<file path="config.mk">
export PLATFORM = sky130hd
export DESIGN_NAME = bp_uncached_req_queue
export DESIGN_NICKNAME = d
export VERILOG_FILES = /design/src/rtl/bp_common_pkg.sv /design/src/rtl/bp_uncached_req_fifo.sv /design/src/rtl/bp_uncached_req_queue.sv
export SDC_FILE = /design/constraint.sdc
export NUM_CORES = 1
export LEC_CHECK = 0
export ABC_AREA = 1
export BUFFER_PORTS_ARGS = -buffer_cell sky130_fd_sc_hd__buf_2
export CAP_MARGIN = 0
export CORE_ASPECT_RATIO = 1.2
export CORE_MARGIN = 5
export CORE_UTILIZATION = 50
export DETAILED_ROUTE_END_ITERATION = 6
export PLACE_DENSITY = 0.73
export SKIP_CTS_REPAIR_TIMING = 1
export SLEW_MARGIN = 20
export SYNTH_ARGS = -nofsm -noshare
export SYNTH_HDL_FRONTEND = slang
export SYNTH_SLANG_ARGS = --single-unit
</file>
<file path="constraint.sdc">
create_clock -name clk_i -period 16.79 [get_ports clk_i]
set_input_delay 5.037 -clock clk_i [delete_from_list [all_inputs] [get_ports clk_i]]
set_output_delay 5.037 -clock clk_i [all_outputs]
set_load 0.1 [all_outputs]
</file>
<file path="src/rtl/bp_common_pkg.sv">
// Shared processor configuration, uncached-entry declare macro and load extract helper.
// Optional feature macro: BP_UNCACHED_LOAD_EXTRACT_EN (used by bp_uncached_req_queue).
package bp_common_pkg;

  typedef enum logic {
    e_bp_default_cfg
  } bp_params_e;

  typedef struct packed {
    int unsigned ptag_width;
    int unsigned page_offset_width;
    int unsigned paddr_width;
    int unsigned dword_width;
  } bp_proc_param_t;

  function automatic bp_proc_param_t bp_get_params(
    input bp_params_e cfg
  );
    bp_proc_param_t p;
    unique case (cfg)
      e_bp_default_cfg: begin
        p.ptag_width        = 28;
        p.page_offset_width = 12;
        p.paddr_width       = 40;
        p.dword_width       = 64;
      end
      default: begin
        p.ptag_width        = 28;
        p.page_offset_width = 12;
        p.paddr_width       = 40;
        p.dword_width       = 64;
      end
    endcase
    return p;
  endfunction

  // Align the addressed bytes to bit 0, then keep only 2^size bytes.
  function automatic logic [63:0] bp_load_extract(
    input logic [63:0] data,
    input logic [2:0]  off,
    input logic [1:0]  size
  );
    logic [63:0] s;
    logic [63:0] r;
    s = data >> {off, 3'b000};
    r = s;
    unique case (1'b1)
      (size == 2'd0): r = {56'b0, s[7:0]};
      (size == 2'd1): r = {48'b0, s[15:0]};
      (size == 2'd2): r = {32'b0, s[31:0]};
      default:        r = s;
    endcase
    return r;
  endfunction

endpackage

`define BP_DECLARE_UNCACHED_ENTRY_S(ptag_mp, offset_mp, dword_mp) \
  typedef struct packed {                \
    logic [ptag_mp-1:0]   ptag;          \
    logic [offset_mp-1:0] offset;        \
    logic                 store;         \
    logic [1:0]           size;          \
    logic [dword_mp-1:0]  data;          \
  } bp_uncached_entry_t;

</file>
<file path="src/rtl/bp_uncached_req_fifo.sv">
// Circular entry storage with wrap-bit pointers for the uncached queue.
// Entry storage is not reset; only the pointers are.
module bp_uncached_req_fifo #(
  parameter int width_p = 8,
  parameter int els_p   = 4
) (
  input  logic               clk_i,
  input  logic               reset_i,
  input  logic               enq_i,
  input  logic [width_p-1:0] data_i,
  input  logic               deq_i,
  output logic [width_p-1:0] head_o,
  output logic               full_o,
  output logic               empty_o
);

  localparam int ptr_w_lp = $clog2(els_p);

  logic [width_p-1:0] mem_r [els_p];
  logic [ptr_w_lp:0]  wr_ptr_r;
  logic [ptr_w_lp:0]  rd_ptr_r;

  assign empty_o = (wr_ptr_r == rd_ptr_r);
  assign full_o  =
    (wr_ptr_r[ptr_w_lp-1:0] == rd_ptr_r[ptr_w_lp-1:0])
    & (wr_ptr_r[ptr_w_lp] != rd_ptr_r[ptr_w_lp]);
  assign head_o  = mem_r[rd_ptr_r[ptr_w_lp-1:0]];

  always_ff @(posedge clk_i or negedge reset_i) begin
    if (!reset_i) begin
      wr_ptr_r <= '0;
      rd_ptr_r <= '0;
    end else begin
      if (enq_i) wr_ptr_r <= wr_ptr_r + 1'b1;
      if (deq_i) rd_ptr_r <= rd_ptr_r + 1'b1;
    end
  end

  always_ff @(posedge clk_i) begin
    if (enq_i) mem_r[wr_ptr_r[ptr_w_lp-1:0]] <= data_i;
  end

endmodule

</file>
<file path="src/rtl/bp_uncached_req_queue.sv">
// In-order uncached request queue, one memory transaction outstanding at a time.
// BP_UNCACHED_LOAD_EXTRACT_EN: align and zero-extend load response data.
module bp_uncached_req_queue
  import bp_common_pkg::*;
#(
  parameter bp_params_e bp_params_p = e_bp_default_cfg,
  parameter int els_p = 4,
  localparam bp_proc_param_t cfg_lp = bp_get_params(bp_params_p),
  localparam int ptag_width_p = int'(cfg_lp.ptag_width),
  localparam int page_offset_width_p = int'(cfg_lp.page_offset_width),
  localparam int paddr_width_p = int'(cfg_lp.paddr_width),
  localparam int dword_width_p = int'(cfg_lp.dword_width)
) (
  input  logic                           clk_i,
  input  logic                           reset_i,
  input  logic                           req_v_i,
  input  logic                           req_uncached_i,
  input  logic [ptag_width_p-1:0]        req_ptag_i,
  input  logic [page_offset_width_p-1:0] req_offset_i,
  input  logic                           req_store_i,
  input  logic [1:0]                     req_size_i,
  input  logic [dword_width_p-1:0]       req_data_i,
  output logic                           req_ready_o,
  output logic                           mem_v_o,
  input  logic                           mem_ready_i,
  output logic [paddr_width_p-1:0]       mem_addr_o,
  output logic                           mem_store_o,
  output logic [1:0]                     mem_size_o,
  output logic [dword_width_p-1:0]       mem_data_o,
  input  logic                           mem_resp_v_i,
  input  logic [dword_width_p-1:0]       mem_resp_data_i,
  output logic                           resp_v_o,
  output logic [dword_width_p-1:0]       resp_data_o,
  output logic                           busy_o
);

  `BP_DECLARE_UNCACHED_ENTRY_S(ptag_width_p, page_offset_width_p, dword_width_p)

  typedef enum logic [1:0] {
    e_idle,
    e_send,
    e_wait
  } state_e;

  state_e state_r, state_n;

  bp_uncached_entry_t enq_entry;
  bp_uncached_entry_t head;
  logic [$bits(bp_uncached_entry_t)-1:0] head_bits;

  logic full, empty, enq, deq;
  logic [dword_width_p-1:0] resp_data_n;

  assign enq_entry.ptag   = req_ptag_i;
  assign enq_entry.offset = req_offset_i;
  assign enq_entry.store  = req_store_i;
  assign enq_entry.size   = req_size_i;
  assign enq_entry.data   = req_data_i;

  assign req_ready_o = ~full;
  assign enq = req_v_i & req_uncached_i & ~full;
  assign deq = (state_r == e_wait) & mem_resp_v_i;

  bp_uncached_req_fifo #(
    .width_p($bits(bp_uncached_entry_t)),
    .els_p  (els_p)
  ) fifo (
    .clk_i  (clk_i),
    .reset_i(reset_i),
    .enq_i  (enq),
    .data_i (enq_entry),
    .deq_i  (deq),
    .head_o (head_bits),
    .full_o (full),
    .empty_o(empty)
  );

  assign head = bp_uncached_entry_t'(head_bits);

  assign mem_v_o     = (state_r == e_send);
  assign mem_addr_o  = {head.ptag, head.offset};
  assign mem_store_o = head.store;
  assign mem_size_o  = head.size;
  assign mem_data_o  = head.data;
  assign busy_o      = ~empty | (state_r != e_idle);

  always_comb begin
    state_n = state_r;
    unique case (state_r)
      e_idle:  if (!empty) state_n = e_send;
      e_send:  if (mem_ready_i) state_n = e_wait;
      e_wait:  if (mem_resp_v_i) state_n = e_idle;
      default: state_n = e_idle;
    endcase
  end

  always_comb begin
    resp_data_n = '0;
    if (!head.store) begin
`ifdef BP_UNCACHED_LOAD_EXTRACT_EN
      resp_data_n = bp_load_extract(mem_resp_data_i,
        head.offset[2:0], head.size);
`else
      resp_data_n = mem_resp_data_i;
`endif
    end
  end

  always_ff @(posedge clk_i or negedge reset_i) begin
    if (!reset_i) begin
      state_r     <= e_idle;
      resp_v_o    <= 1'b0;
      resp_data_o <= '0;
    end else begin
      state_r  <= state_n;
      resp_v_o <= deq;
      if (deq) resp_data_o <= resp_data_n;
    end
  end

endmodule

</file>
==> qor.tcl, run 1 <==
set qor(run_status) {finished clean}
set qor(whs_path_depth) 2
set qor(post-route-min-period_ns) 9.077
set qor(critical_setup_path_class) {reg2out}
set qor(grt_overflow) 0
set qor(synth_ff_type) {sky130_fd_sc_hd__edfxtp_1}
set qor(synth-compound-area-share) 0.09278
set qor(cp_slowest_cell) {sky130_fd_sc_hd__dfrtp_4}
set qor(yosys_register_bits) 501
set qor(cp_cell_sequence) {buf_4 > buf_4 > o21ai_0 > o22ai_1 > buf_2}
set qor(grt_usage) 0.2062
set qor(die-area_mm2) 0.04154
set qor(io_pins) 352
set qor(cts_root_buffer) {sky130_fd_sc_hd__clkbuf_16}
set qor(cts.sink_count) 501
set qor(startpoint_type) {flop}
set qor(finClkSkew_ns) 0.01868
set qor(crit_required_ns) 11.75
set qor(core_region_area_mm2) 0.03700
set qor(drtPass1Iterations) 5
set qor(synthMostInstantiatedCell) {sky130_fd_sc_hd__edfxtp_1}
set qor(hold_ep) {resp_data_o[62]$_DFFE_PN0P_}
set qor(edff_count_synth) 428
set qor(floorplan.die.width_um) 186.9
set qor(worst_slew_pin_slew_ns) 1.103
set qor(critical_path.max_stage_delay_ns) 0.87
set qor(initial_antenna_violation_count) 10
set qor(critical_path_arrival_ns) 4.04
set qor(grt_max_degree) 137
set qor(crit_path_end_kind) {output port}
set qor(drtIter0Drc) 768
set qor(worst-path-buf-inv) 3
set qor(setup_tns_ns) 0
set qor(clk-insertion-delay-late_ns) 0.57
set qor(hpwlAfterDp_mm) 26.47
set qor(holdCritStartpoint) {resp_data_o[62]$_DFFE_PN0P_}
set qor(nFillCells) 2857
set qor(synth_adder_area_share) 0.003332
set qor(flow.area_growth_from_synthesis_pct) 19.79
set qor(critical_path.most_common_cell) {sky130_fd_sc_hd__buf_4}
set qor(path_delay_family) {buffers and inverters}
set qor(multi_input_area_mm2) 0.003669
set qor(cts_made_buffers) 48
set qor(post_synth_xor_area_fraction) 0.002333
set qor(r2r_setup_slack_ns) 12.07
set qor(final_routed_drc_violation_total) 0
set qor(finalHoldViolCount) 0
set qor(syn_avg_cell_area_um2) 13.52
set qor(largest_family_of_logic_cells_by_synthesized_area) {simple AND/OR/NAND/NOR gates}
set qor(tritoncts) {done}
set qor(synth.cell_area_mm2) 0.01877
set qor(die_h_um) 222.3
set qor(synth_top_area_cell) {sky130_fd_sc_hd__edfxtp_1}
set qor(fin_worst_hold_slack_ns) 0.4724
set qor(synthTopCellsByCount) {428 x sky130_fd_sc_hd__edfxtp_1, 220 x sky130_fd_sc_hd__nor2_1, 214 x sky130_fd_sc_hd__o21ai_0}
set qor(proportion_of_register_bits_with_asynchronous_set_or_reset_after_synthesis) 0.1457
set qor(timing.final.max_slew_violations) 0
set qor(placed_area_mm2) 0.02089
set qor(area_share_of_the_largest_cell_type_after_synthesis) 0.6846
set qor(largest_cells_by_area_after_synthesis) {sky130_fd_sc_hd__edfxtp_1 68%, sky130_fd_sc_hd__dfrtp_1 9.7%, sky130_fd_sc_hd__o21ai_0 5.7%}
set qor(seq_area_mm2) 0.01469
set qor(yosys_warnings) 0
set qor(capturing_point_of_the_worst_reg2reg_path) {fifo.mem_r[2][72]$_DFFE_PP_}
set qor(synth_cell_types) 19
set qor(crit-reg2reg-launch) {fifo.rd_ptr_r[1]$_DFFE_PN0P_}
set qor(share_of_post_route_cells_with_drive_strength_above_1) 0.2571
set qor(clock_slew_at_reported_path_ffs_ns) 0.06
set qor(yosys-mux-area-fraction) 0
set qor(number_of_cells_on_the_worst_reg_to_reg_path) 8
set qor(cp_max_fo) 91
set qor(route.final.wire_length_mm) 44.03
set qor(final_cell_area_mm2) 0.02249
set qor(syn-num-nets) 1571
set qor(clock_tree.buffer_depth) 3
set qor(timing.slew.headroom) 0.2644
set qor(rows) 77
set qor(postSynthCellCount) 1389
set qor(ys_seq_area_frac) 0.7819
set qor(rsz0062_at_grt) {no}
set qor(first_global_vias) 12390
set qor(worst_hold_path_type) {reg2reg}
set qor(avgViaCountPerCell) 5.488
set qor(finalNetCount) 1896
set qor(post_drt_wl_per_cell_um) 19.75
set qor(globalplace.congestion) 0.8820
set qor(synth_simple_gate_area_share) 0.09497
set qor(io_buffer_count) 351
set qor(start_util) 0.5074
set qor(timing.fmax_ghz) 0.1102
set qor(max_cap_viol_count) 0
set qor(setup_violations) 0
set qor(grt_first_pass_wirelength_mm) 68.23
set qor(vias) 12230
set qor(ctsHtreeMaxLevel) 2
set qor(fin_crit_sh) 0.5406
set qor(drtAntennaViolNets) 0
-- worst register-to-register path, delay by kind of cell (launching register included) --
kind / cells / cell delay [ns]
simple gates: 5 / 1.42
flops: 1 / 0.74
buf+inv: 3 / 2.12
-- area by class of cell --
type / instances / share of cell area
timing repair buffer: 366 / 0.08312
antenna: 5 / 0.0005564
inverter: 18 / 0.003283
clock buffer: 62 / 0.05875
tap: 474 / 0.02637
clock inverter: 24 / 0.01168
sequential: 501 / 0.6531
multi-input combinational: 779 / 0.1631
-- metal layers --
layer / track usage / up-vias / routed length, µm
met5: 0 / - / 51
met4: 0.07540 / 8 / 1464
met3: 0.05620 / 89 / 3341
met2: 0.3594 / 462 / 22190
met1: 0.2474 / 5959 / 16980
li1: - / 5715 / -
-- worst max path at each step --
stage,depth (start not counted),end,slack (ns),start
after floorplan,4,fifo.mem_r[0][0]$_DFFE_PP_,6.36,req_v_i
after global placement,5,mem_data_o[12],8.34,fifo.rd_ptr_r[0]$_DFFE_PN0P_
after detailed placement,5,mem_data_o[12],8.31,fifo.rd_ptr_r[0]$_DFFE_PN0P_
after CTS,5,mem_data_o[12],7.70,fifo.rd_ptr_r[0]$_DFFE_PN0P_
after global routing,5,mem_data_o[52],7.47,fifo.rd_ptr_r[0]$_DFFE_PN0P_
final,5,mem_data_o[12],7.71,fifo.rd_ptr_r[0]$_DFFE_PN0P_
-- cell families (layout without fill, tap and decap cells) --
group | after synthesis | after routing
flops | 501 | 501
other cells | 0 | 5
compound gates | 321 | 321
buf+inv | 109 | 470
xor+xnor | 5 | 5
simple gates | 448 | 448
fa+ha+maj | 5 | 5
-- stage by stage --
stage,worst slack (ns),util,std cells
after floorplan,6.356,-,1389
after global placement,8.336,0.5646,2138
after detailed placement,8.307,0.5646,2138
after CTS,7.699,0.6074,2224
after global routing,7.469,0.6078,2228
final,7.713,0.6079,2229
-- flip-flops by register name (all words and copies together), names as in the netlist --
| name | flops |
|---|---|
| resp_data_o | 64 |
| fifo.mem_r | 428 |
| state_r | 2 |
| resp_v_o | 1 |
| fifo.rd_ptr_r | 3 |
| fifo.wr_ptr_r | 3 |
-- cell usage in the layout (no fill, tap or decap), types with 10 or more instances in the layout --
master and instances:
sky130_fd_sc_hd__clkinv_2 10, sky130_fd_sc_hd__o22ai_1 106, sky130_fd_sc_hd__nand2_1 155, sky130_fd_sc_hd__clkbuf_16 51, sky130_fd_sc_hd__clkbuf_1 10, sky130_fd_sc_hd__nand3_1 71
sky130_fd_sc_hd__inv_1 14, sky130_fd_sc_hd__buf_2 351, sky130_fd_sc_hd__dfrtp_1 71, sky130_fd_sc_hd__edfxtp_1 428, sky130_fd_sc_hd__buf_4 15, sky130_fd_sc_hd__o21ai_0 214
sky130_fd_sc_hd__nor2_1 216
Power of run 1 is not shown: default switching activity piles up to over one toggle a cycle in this logic, so the estimate is an artifact.
==> inputs of run 2 (changes only) <==
--- a/config.mk
+++ b/config.mk
@@ -12,7 +12,7 @@
 export CORE_MARGIN = 5
 export CORE_UTILIZATION = 50
 export DETAILED_ROUTE_END_ITERATION = 6
-export PLACE_DENSITY = 0.73
+export PLACE_DENSITY = 0.76
 export SKIP_CTS_REPAIR_TIMING = 1
 export SLEW_MARGIN = 20
 export SYNTH_ARGS = -nofsm -noshare
==> constraint.sdc (replaced) <==
create_clock -name clk_i -period 8.05 [get_ports clk_i]
set_input_delay 2.415 -clock clk_i [delete_from_list [all_inputs] [get_ports clk_i]]
set_output_delay 2.415 -clock clk_i [all_outputs]
set_load 0.1 [all_outputs]
==> run 2 against run 1 <==
  * Critical path type unchanged
  * Sequential cell count unchanged
  * Routed wire length up 0.21%
  * Final area down 0.39%
==> qor.tcl, run 2 (synthesis gave the netlist of run 1 again) <==
set qor(startpoint_type) {flop}
set qor(multi_input_area_mm2) 0.003664 ;# -0.14%
set qor(nFillCells) 2805 ;# -1.8%
set qor(grt_first_pass_wirelength_mm) 68.49 ;# +0.38%
set qor(critical_path.max_stage_delay_ns) 0.74 ;# -0.13 ns
set qor(floorplan.die.width_um) 186.9 ;# unchanged
set qor(cts_made_buffers) 47 ;# -2.1%
set qor(rows) 77 ;# unchanged
set qor(setup_violations) 0 ;# unchanged
set qor(avgViaCountPerCell) 5.542 ;# +0.98%
set qor(share_of_post_route_cells_with_drive_strength_above_1) 0.2559 ;# -0.001289
set qor(timing.slew.headroom) 0.2654 ;# +0.001016
set qor(mostFrequentLayoutCells) {428 x sky130_fd_sc_hd__edfxtp_1, 351 x sky130_fd_sc_hd__buf_2, 216 x sky130_fd_sc_hd__nor2_1}
set qor(core_region_area_mm2) 0.03700 ;# unchanged
set qor(critical_setup_path_class) {reg2out}
set qor(run_status) {finished clean}
set qor(flow.area_growth_from_synthesis_pct) 19.32
set qor(clk-insertion-delay-late_ns) 0.56 ;# about the same
set qor(drtIter0Drc) 886 ;# +15%
set qor(hpwlAfterDp_mm) 26.30 ;# -0.62%
set qor(critical_path_arrival_ns) 3.42 ;# -0.62 ns
set qor(rsz0062_at_grt) {no}
set qor(largest_reg_flops) 428 ;# unchanged
set qor(timing.fmax_ghz) 0.1714
set qor(grt_overflow) 0 ;# unchanged
set qor(crit_path_end_kind) {output port}
set qor(io_buffer_count) 351 ;# unchanged
set qor(timing.final.max_slew_violations) 0 ;# unchanged
set qor(io_pins) 352 ;# unchanged
set qor(worst_slew_pin_slew_ns) 1.102 ;# -0.001524 ns
set qor(route.final.wire_length_mm) 44.12 ;# +0.21%
set qor(post-route-min-period_ns) 5.833
set qor(cts_root_buffer) {sky130_fd_sc_hd__clkbuf_16}
set qor(clock_slew_at_reported_path_ffs_ns) 0.06 ;# about the same
set qor(cts.sink_count) 501 ;# unchanged
set qor(drtPass1Iterations) 5 ;# unchanged
set qor(cp_max_fo) 86 ;# -5.5%
set qor(path_delay_family) {buffers and inverters}
set qor(worst-path-buf-inv) 3 ;# unchanged
set qor(finalNetCount) 1898 ;# +0.11%
set qor(max_cap_viol_count) 0 ;# unchanged
set qor(grt_usage) 0.2067 ;# +0.0005381
set qor(seq_area_mm2) 0.01469 ;# unchanged
set qor(worst_hold_path_type) {reg2reg}
set qor(crit_required_ns) 5.64 ;# -6.11 ns
set qor(finalHoldViolCount) 0 ;# unchanged
set qor(start_util) 0.5074 ;# unchanged
set qor(first_global_vias) 12370 ;# -0.15%
set qor(mostFrequentLayoutCell) {sky130_fd_sc_hd__edfxtp_1}
set qor(vias) 12370 ;# +1.1%
set qor(post_drt_wl_per_cell_um) 19.77 ;# about the same
set qor(globalplace.congestion) 0.8120 ;# -7.9%
set qor(final_routed_drc_violation_total) 0 ;# unchanged
set qor(clock_tree.buffer_depth) 3 ;# unchanged
set qor(ctsHtreeMaxLevel) 2 ;# unchanged
set qor(setup_tns_ns) 0 ;# unchanged
set qor(die-area_mm2) 0.04154 ;# unchanged
set qor(grt_max_degree) 108 ;# -21%
set qor(die_h_um) 222.3 ;# unchanged
set qor(tritoncts) {done}
set qor(finClkSkew_ns) 0.01093 ;# -0.007751 ns
set qor(initial_antenna_violation_count) 11 ;# +1
set qor(drtAntennaViolNets) 0 ;# unchanged
set qor(cp_cell_sequence) {inv_6 > buf_4 > o21ai_0 > o22ai_1 > buf_2}
set qor(fin_crit_sh) 0.7246
set qor(cp_slowest_cell) {sky130_fd_sc_hd__buf_4}
-- run 2: path summary, 6_finish.rpt --
check | from | to | slack, ns | cells after the start
setup reg to reg | fifo.rd_ptr_r[1]$_DFFE_PN0P_ | fifo.mem_r[0][97]$_DFFE_PP_ | 4.07 | 7
setup / recovery | fifo.rd_ptr_r[0]$_DFFE_PN0P_ | mem_addr_o[30] | 2.22 | 5
hold reg to reg | resp_data_o[13]$_DFFE_PN0P_ | resp_data_o[13]$_DFFE_PN0P_ | 0.47 | 2
hold / removal | resp_data_o[13]$_DFFE_PN0P_ | resp_data_o[13]$_DFFE_PN0P_ | 0.47 | 2
min in group asynchronous | reset_i | resp_data_o[54]$_DFFE_PN0P_ | 2.08 | 2
max in group asynchronous | reset_i | fifo.rd_ptr_r[0]$_DFFE_PN0P_ | 5.29 | 2
-- run 2: per-stage QoR --
step	utilization	area (µm²)	setup WS, ns	hold slack, ns	cells
floorplan	-	18770	0.2381	0.5033	1389
global placement	0.5653	20910	2.883	0.4565	2140
detailed placement	0.5661	20940	2.908	0.4604	2141
CTS	0.6050	22380	2.227	0.4767	2225
global route	0.6054	22400	2.089	0.4879	2230
finish	0.6055	22400	2.217	0.4721	2232
-- run 2: metal layers --
metal / wire length, µm / global-route usage / part of all wire / vias to the layer above
met1: 16930 / 0.2509 / 0.38 / 6004
met5: 35 / 0 / 0.00079 / -
li1: - / - / - / 5727
met3: 3541 / 0.05604 / 0.080 / 100
met2: 22130 / 0.3562 / 0.50 / 531
met4: 1484 / 0.07802 / 0.034 / 8
-- run 2: final cells by class --
| type | count | area share |
|---|---|---|
| Timing Repair Buffer | 369 | 0.08591 |
| Tap cell | 474 | 0.02648 |
| Sequential cell | 501 | 0.6556 |
| Multi-Input combinational cell | 779 | 0.1635 |
| Clock buffer | 62 | 0.05792 |
| Clock inverter | 22 | 0.006424 |
| Antenna cell | 7 | 0.0007820 |
| Inverter | 18 | 0.003296 |
-- run 2: worst reg2reg max path, delay by kind of cell (launching register included) --
family	cells	cell delay [ns]
AND/OR/NAND/NOR	5	1.47
buffers and inverters	2	1.33
flip-flops	1	0.78
Power of run 2 is left out for the same reason.
